**src/rtl/lockctrl.sv**
```systemverilog
// Keypad lock controller: PIN entry, compare, timed error hold and auto-relock,
// with registered five-digit display codes and per-digit enables.
module lockctrl #(
   parameter logic [15:0] PASS     = 16'h1234,
   parameter logic [8:0]  ENTRY_TO = 9'd160,
   parameter logic [8:0]  OPEN_TO  = 9'd320,
   parameter logic [8:0]  ERR_TIME = 9'd64
) (
   input  logic       ck,
   input  logic       resetn,
   input  logic       hz32,
   input  logic       keyenbl,
   input  logic [3:0] keycode,
   output logic [3:0] dig4,
   output logic [3:0] dig3,
   output logic [3:0] dig2,
   output logic [3:0] dig1,
   output logic [3:0] dig0,
   output logic [4:0] dispen,
   output logic       lock
);

   typedef enum logic [1:0] {
      S_CLOSE,
      S_ENTRY,
      S_OPEN,
      S_ERROR
   } state_e;

   localparam logic [3:0]  KEY_STAR  = 4'ha;
   localparam logic [3:0]  KEY_HASH  = 4'hb;
   localparam logic [19:0] DIG_CLOSE = 20'hCB05E;
   localparam logic [19:0] DIG_OPEN  = 20'h00FED;
   localparam logic [19:0] DIG_ERROR = 20'hEAAAA;

   state_e      state_q, state_d;
   logic [8:0]  timer_q, timer_d;
   logic [15:0] buf_q, buf_d;
   logic [2:0]  cnt_q, cnt_d;
   logic        hz32_q;
   logic [19:0] dig_q, dig_d;
   logic [4:0]  dispen_q, dispen_d;
   logic        lock_q, lock_d;

   logic       tick;
   logic       is_digit, is_star, is_hash;
   logic       key_acc;
   logic [8:0] timer_inc;

   assign tick      = hz32 & ~hz32_q;
   assign is_digit  = keyenbl && (keycode <= 4'd9);
   assign is_star   = keyenbl && (keycode == KEY_STAR);
   assign is_hash   = keyenbl && (keycode == KEY_HASH);
   assign timer_inc = timer_q + 9'd1;

   // NOTE: every variable gets a default before the case so no path infers a latch.
   always_comb begin
      state_d = state_q;
      buf_d   = buf_q;
      cnt_d   = cnt_q;
      timer_d = tick ? timer_inc : timer_q;
      key_acc = 1'b0;

      unique case (state_q)
         S_CLOSE: begin
            if (is_digit) begin
               state_d = S_ENTRY;
               buf_d   = {12'h000, keycode};
               cnt_d   = 3'd1;
            end
         end
         S_ENTRY: begin
            if (is_digit) begin
               buf_d   = {buf_q[11:0], keycode};
               cnt_d   = (cnt_q >= 3'd4) ? 3'd4 : cnt_q + 3'd1;
               key_acc = 1'b1;
            end else if (is_hash) begin
               state_d = (cnt_q == 3'd4 && buf_q == PASS) ? S_OPEN : S_ERROR;
            end else if (is_star) begin
               state_d = S_CLOSE;
            end else if (tick && timer_inc == ENTRY_TO) begin
               state_d = S_CLOSE;
            end
         end
         S_OPEN: begin
            if (is_star || is_hash) begin
               state_d = S_CLOSE;
            end else if (tick && timer_inc == OPEN_TO) begin
               state_d = S_CLOSE;
            end
         end
         S_ERROR: begin
            if (tick && timer_inc == ERR_TIME) begin
               state_d = S_CLOSE;
            end
         end
         default: state_d = S_CLOSE;
      endcase

      // A key that acts wins over a coincident tick, which is then lost.
      if (state_d != state_q || key_acc) begin
         timer_d = 9'd0;
      end
      if (state_d != S_ENTRY) begin
         buf_d = 16'h0000;
         cnt_d = 3'd0;
      end
   end

   // Outputs are decoded from next-state values so they are registered yet
   // change on the same edge as the state.
   always_comb begin
      dig_d    = DIG_CLOSE;
      dispen_d = 5'b11111;
      lock_d   = 1'b1;
      unique case (state_d)
         S_CLOSE: begin
            dig_d = DIG_CLOSE;
         end
         S_ENTRY: begin
            dig_d    = {4'ha, buf_d};
            dispen_d = {1'b1, cnt_d >= 3'd4, cnt_d >= 3'd3, cnt_d >= 3'd2, cnt_d >= 3'd1};
         end
         S_OPEN: begin
            dig_d    = DIG_OPEN;
            dispen_d = 5'b01111;
            lock_d   = 1'b0;
         end
         S_ERROR: begin
            dig_d    = DIG_ERROR;
            dispen_d = timer_d[3] ? 5'b00000 : 5'b11111;
         end
         default: begin
            dig_d = DIG_CLOSE;
         end
      endcase
   end

   // NOTE: sequential state uses non-blocking assignments so all registers update together.
   always_ff @(posedge ck or negedge resetn) begin
      if (!resetn) begin
         state_q  <= S_CLOSE;
         timer_q  <= 9'd0;
         buf_q    <= 16'h0000;
         cnt_q    <= 3'd0;
         hz32_q   <= 1'b0;
         dig_q    <= DIG_CLOSE;
         dispen_q <= 5'b11111;
         lock_q   <= 1'b1;
      end else begin
         state_q  <= state_d;
         timer_q  <= timer_d;
         buf_q    <= buf_d;
         cnt_q    <= cnt_d;
         hz32_q   <= hz32;
         dig_q    <= dig_d;
         dispen_q <= dispen_d;
         lock_q   <= lock_d;
      end
   end

   assign dig4   = dig_q[19:16];
   assign dig3   = dig_q[15:12];
   assign dig2   = dig_q[11:8];
   assign dig1   = dig_q[7:4];
   assign dig0   = dig_q[3:0];
   assign dispen = dispen_q;
   assign lock   = lock_q;

endmodule

```
**config.mk**
```make
export PLATFORM = sky130hd
export DESIGN_NAME = lockctrl
export DESIGN_NICKNAME = d
export VERILOG_FILES = /design/src/rtl/lockctrl.sv
export SDC_FILE = /design/constraint.sdc
export NUM_CORES = 1
export LEC_CHECK = 0
export BUFFER_PORTS_ARGS = -buffer_cell sky130_fd_sc_hd__buf_4
export CAP_MARGIN = 20
export CORE_ASPECT_RATIO = 0.9
export CORE_MARGIN = 5
export CORE_UTILIZATION = 50
export CTS_CLUSTER_DIAMETER = 30
export DETAILED_ROUTE_END_ITERATION = 16
export PLACE_DENSITY = 0.78
export SKIP_LAST_GASP = 1
export SLEW_MARGIN = 25
export SYNTH_ARGS = -nofsm -noshare
export SYNTH_HDL_FRONTEND = slang
export SYNTH_SLANG_ARGS = --single-unit
```
**constraint.sdc**
```tcl
create_clock -name ck -period 2.4 [get_ports ck]
set_input_delay 0.48 -clock ck [delete_from_list [all_inputs] [get_ports ck]]
set_output_delay 0.48 -clock ck [all_outputs]
set_load 0.02 [all_outputs]
```
# Yosys cells after proc, flatten, opt, wreduce, memory -nomap -nowiden
# Cells that the tools add are included.
dict set report op_classes {
  bitwise 2
  order_cmp 6
  n_eq_ne 15
  n_addsub 2
  reduce_logical 12
  mux 27
}
# cell n
set op_table {}
lappend op_table {{case mux 20 bit (4 select lines)} 1}
lappend op_table {{two-way mux 16 bit} 3}
lappend op_table {{case mux 16 bit (2 select lines)} 1}
lappend op_table {{two-way mux 9 bit} 2}
lappend op_table {{equality test 16 x 13 -> 1 bit, second input constant} 1}
lappend op_table {{two-way mux 2 bit} 8}
lappend op_table {{case mux 5 bit (3 select lines)} 1}
lappend op_table {{two-way mux 3 bit} 4}
lappend op_table {{adder 9 x 1 -> 9 bit, second input constant} 1}
lappend op_table {{equality test 9 x 7 -> 1 bit, second input constant} 1}
lappend op_table {{equality test 9 x 8 -> 1 bit, second input constant} 1}
lappend op_table {{equality test 9 bit, second input constant} 1}
lappend op_table {{equality test 2 bit, second input constant} 4}
lappend op_table {{equality test 4 bit, second input constant} 2}
lappend op_table {{case mux 2 bit (4 select lines)} 1}
lappend op_table {{logical AND 1 bit} 7}
lappend op_table {{>= comparator 3 x 2 -> 1 bit, second input constant} 2}
lappend op_table {{>= comparator 3 bit, second input constant} 2}
lappend op_table {{case mux 3 bit (2 select lines)} 1}
lappend op_table {{two-way mux 5 bit} 1}
lappend op_table {{equality test 2 x 1 -> 1 bit, second input constant} 2}
lappend op_table {{less-or-equal comparator 4 bit, second input constant} 1}
lappend op_table {{zero test 2 bit} 2}
lappend op_table {{two-way mux 1 bit} 4}
lappend op_table {{9 further kinds} 10}
dict set report word_totals {
  out_inout_bits 26
  reg_bits 57
}

# Logic depth before layout (Yosys ltp)
dict set report depth {
  depth_word 13
  ltp_mapped 12
  depth_no_buf 12
}

# Worst setup path after synthesis
# No wires, ideal clock.
dict set report synth_path {
  path_kind {reg2reg}
  startpoint {reg timer_q[0]}
  endpoint {reg dig_q[12]}
  stages_incl_launch_ff 12
  t_required_ns 2.325
  slack_ns -0.076
  synth_period_minus_slack_ns 2.476
  t_arrival_ns 2.401
  path_cell_list {dfrtp_1 -> ha_1 -> or3b_1 -> a211oi_1 -> a32o_1 -> a41oi_1 -> a21oi_4 -> inv_2 -> ha_1 -> inv_1 -> o21ai_0 -> mux2i_1}
}
dict set report synth_via {
  elab_chain_cells 11
  word_cells_on_any_way 22
  cone_classes {1 x add/sub; 7 x eq/ne; 10 x mux; 4 x reduce/logical}
}
# element line_no
set synth_lines {}
lappend synth_lines {{start: declaration} 37} ;# logic [8:0] timer_q, timer_d;
lappend synth_lines {{start signal: assignment} 152} ;# timer_q <= timer_d;
lappend synth_lines {{adder 9 x 1 -> 9 bit *} 54} ;# assign timer_inc = timer_q + 9'd1;
lappend synth_lines {{equality test 9 x 8 -> 1 bit} 81} ;# end else if (tick && timer_inc == ENTRY_TO) begin
lappend synth_lines {{logical AND 1 bit} 81}
lappend synth_lines {{two-way mux 2 bit} 81}
lappend synth_lines {{two-way mux 2 bit} 79} ;# end else if (is_star) begin
lappend synth_lines {{two-way mux 2 bit} 77} ;# end else if (is_hash) begin
lappend synth_lines {{two-way mux 2 bit} 73} ;# if (is_digit) begin
lappend synth_lines {{case mux 2 bit (4 select lines) *} 64} ;# unique case (state_q)
lappend synth_lines {{inequality test 2 x 1 -> 1 bit} 104} ;# if (state_d != S_ENTRY) begin
lappend synth_lines {{two-way mux 16 bit} 104}
lappend synth_lines {{case mux 20 bit (4 select lines) *} 116} ;# unique case (state_d)
lappend synth_lines {{net dig_d[12]} 41} ;# logic [19:0] dig_q, dig_d;
lappend synth_lines {{end signal: assignment} 156} ;# dig_q <= dig_d;
lappend synth_lines {{end: declaration} 41}
# Mark *: on every way through the listed nets, which the timed path passes. The rest lies on a longest branch. The select of a mux whose other input is x is not followed.
# A chain may end at the register's enable or synchronous reset.

# Worst setup path in the final report
dict set report layout_path {
  startpoint {reg timer_q[1]}
  endpoint {reg dig_q[13]}
}
# Same word-level chain as after synthesis.

==> results.cfg <==
[run_status]
outcome = complete, but fails checks
violations = setup timing

[grt]
overflow = 0
grt_usage_pct = 20.6
grt_first_pass_wirelength_um = 11100
grt_max_degree = 56
grt_pass1_vias = 2170
antenna_found_initial = 0

[pwr]
clock_power_share_pct = 16.5
swShare_pct = 37.0
p_leak_uw = 0.00166
p_sw_uw = 1200
seq_power_share_pct = 39.6
power.density_nw_per_um2 = 883
p_comb_share_pct = 43.9
p_int_uw = 2050
ir_worst_vdd_mv = 0.601
finalPower_uw = 3260

[cts]
tritoncts = built
cts-root-buf = clkbuf_8
worstSkewPairLatency_ns = 0.32
clock_path_buffers = 2
htree_num_levels = 2
clkTransAtPathRegs_ns = 0.11
ctsHoldBuffers = 0
clock-sinks = 55
cts_made_buffers = 5

[timing]
setup_slack_ns = -0.0587
skew_ns = 0.0137
finalCritPeriodShare_pct = 102
worstMarginPinSlew_ns = 0.666
slew_viol_final = 0
finalSetupViolations = 18
fmax_ghz = 0.407
maxSlewHeadroom_pct = 55.6
hold_viol_final = 0
rsz0062_at_grt = yes
min_period_ns = 2.46

[finish]
post-route-util_pct = 70.3
syn2layout_area_growth_pct = 36.3
fillers = 361
n_antenna_cell = 0
layout-drive-gt1-share_pct = 44.4
fin_nets = 354
final_cells = 407

[yosys]
synthAdderAreaFrac_pct = 3.23
yosys_warnings = 0
synthesis.nets = 280
postSynthCellCount = 265
async_flop_share_pct = 100
synth_edf_count = 0
synth-simple-area-share_pct = 20.6
synth_top_family_by_area = simple AND/OR/NAND/NOR gates
ys_ff_latch = 55
synth_cell_types = 53
synth_top_flop_cell = dfrtp_1
synth_mux_area_share_pct = 2.96
synthesis.area_um2 = 2710
synthXorXnorAreaFrac_pct = 2.91
avgSynthCellArea_um2 = 10.2
yosysSeqAreaShare_pct = 51.5
synth_compound_area_share_pct = 13.8

[critical_path]
crit_fanout = 9
r2r-start = timer_q[1]$_DFFE_PN0P_
reg2reg_depth = 10
worstSetupEndpointType = flop
r2r_setup_slack_ns = -0.06
crit_path_start = timer_q[1]$_DFFE_PN0P_
worstPathRequired_ns = 2.65
setup.worst_path.class = flop to flop
r2r_end = dig_q[13]$_DFF_PN1_
startpoint_type = flop
crit_arrival_ns = 2.70

[detailed_routing]
drc_errors = 0
via_per_inst = 5.97
wl_per_cell_um = 17.3
vias = 2429
first_pass_iters = 5
ant_nets = 0
wl_um = 7030
dr.first_iter.drc_count = 280

[placement]
gp_congestion = 0.898
io_buffer_count = 32
placed_cells = 391
dp_hpwl_um = 4890

[die]
core-area_um2 = 5260
die_w_um = 87.6
die_y_um = 79.8
rows = 25
dieArea_um2 = 6990
start_util_pct = 51.5
num_io_pins = 34

[job]
cap_violations = 0

[hold_path]
hold_path_class = primary input to asynchronous set/reset pin
==> layout make-up <==
class | instances | area, um2 | share of cell area, %
clock buffer | 5 | 68.8 | 1.86
timing repair buffer | 81 | 676 | 18.3
multi-input combinational | 183 | 1390 | 37.7
sequential | 55 | 1400 | 37.9
clock inverter | 3 | 25.0 | 0.678
inverter | 13 | 48.8 | 1.32
tap | 67 | 83.8 | 2.27
==> state kept, by name, indices dropped and copies added, names as in the netlist <==
name,count
buf_q,16
cnt_q,3
dig_q,18
dispen,5
hz32_q,1
lock,1
state_q,2
timer_q,9
==> Yosys cell counts, types with 2 or more instances <==
cell       count  area share (%)
inv_2          2            0.28
a21oi_1       10             1.8
inv_1         11             1.5
a211oi_1       3            0.83
nand4b_1       2            0.65
nand3b_1       3            0.83
mux2i_1        8             3.0
or3_1          2            0.46
nand2_1       18             2.5
buf_2          2            0.37
and3_1         9             2.1
o2111ai_1      2            0.65
nand3_1       15             2.8
nor4b_1        3            0.97
dfrtp_1       39              36
ha_1           7             3.2
nor2_1        33             4.6
xor2_1         5             1.6
nor2b_1        2            0.46
nand4_1        5             1.2
dfstp_2       16              16
buf_4          5             1.4
o21ai_0        7             1.3
o211ai_1       7             1.9
a31oi_1        4            0.92
xnor2_1        4             1.3
nor3_1         3            0.55
o21ai_1        6             1.1
a41oi_1        2            0.65
a21o_1         2            0.55
clkbuf_1       6            0.83
==> worst max-delay path by stage <==
stage / endpoint / cells past startpoint
4_1_cts: dispen[3]$_DFF_PN1_ / 11
5_1_grt: dig_q[6]$_DFF_PN1_ / 10
2_1_floorplan: dig_q[12]$_DFF_PN1_ / 10
3_5_place_dp: dispen[3]$_DFF_PN1_ / 11
3_3_place_gp: dispen[0]$_DFF_PN1_ / 11
6_report: dig_q[13]$_DFF_PN1_ / 10
==> per-layer routing <==
metal / wire length, um / GRT usage, %
met5: 0 / 0
met3: 590 / 2.99
met1: 3010 / 29.8
met2: 3330 / 30.9
met4: 99 / 8.59
==> power groups by stage <==
| stage | Sequential [uW] | Combinational [uW] | Clock (uW) |
|---|---|---|---|
| finish | 1290 | 1430 | 537 |
| global route | 1310 | 1520 | 601 |
| floorplan | 1550 | 421 | 0 |
| detailed placement | 1310 | 1300 | 0 |
| CTS | 1290 | 1310 | 558 |
| global placement | 1300 | 1260 | 0 |
==> critical path, stage by stage (launching register included) <==
cell	delay, ns
dfrtp_1	0.43
ha_4	0.17
or3b_4	0.38
a211oi_2	0.19
a32o_2	0.20
a21o_1	0.19
o211ai_1	0.18
inv_2	0.18
nand2_4	0.10
clkbuf_16	0.18
o21ai_1	0.18
==> metrics by stage <==
stage / setup TNS, ns / worst slack (ns) / hold WS [ns] / area [um2]
floorplan: 0 / 0.0101 / 0.184 / 2720
global route: -4.29 / -0.169 / 0.230 / 3690
finish: -0.641 / -0.0587 / 0.176 / 3690
CTS: -0.0228 / -0.0220 / 0.204 / 3450
detailed placement: -2.08 / -0.181 / 0.533 / 3320
global placement: -0.0451 / -0.0119 / 0.533 / 3320
==> layout by cell type, fill, tap and decap left out, types with 3 or more instances in the layout <==
master and instances:
a21oi_1 10, a31oi_1 4, and3_1 9, buf_12 4, buf_4 76, clkbuf_8 5
dfrtp_1 37, dfstp_2 16, ha_1 3, ha_2 3, inv_1 9, inv_2 4
mux2i_1 8, nand2_1 16, nand3_1 14, nand3b_1 3, nand4_1 5, nor2_1 25
nor2_2 8, o211ai_1 7, o21ai_0 5, o21ai_1 5, xnor2_1 3, xor2_1 5
==> logic make-up after synthesis <==
kind of cell | Yosys count
adder cells (fa/ha/maj) | 7
XOR/XNOR | 9
AO/OA/AOI/OAI | 53
other | 1
multiplexers | 8
buffers and inverters | 27
flip-flops | 55
AND/OR/NAND/NOR | 105
==> timing repair <==
item,CTS,global route
endpoints found under the setup margin,35,45
buffers inserted,1,6
pin swaps,6,16
gates resized for setup,8,38
cloned,0,1
No activity file was read; power rests on OpenSTA's default activity.
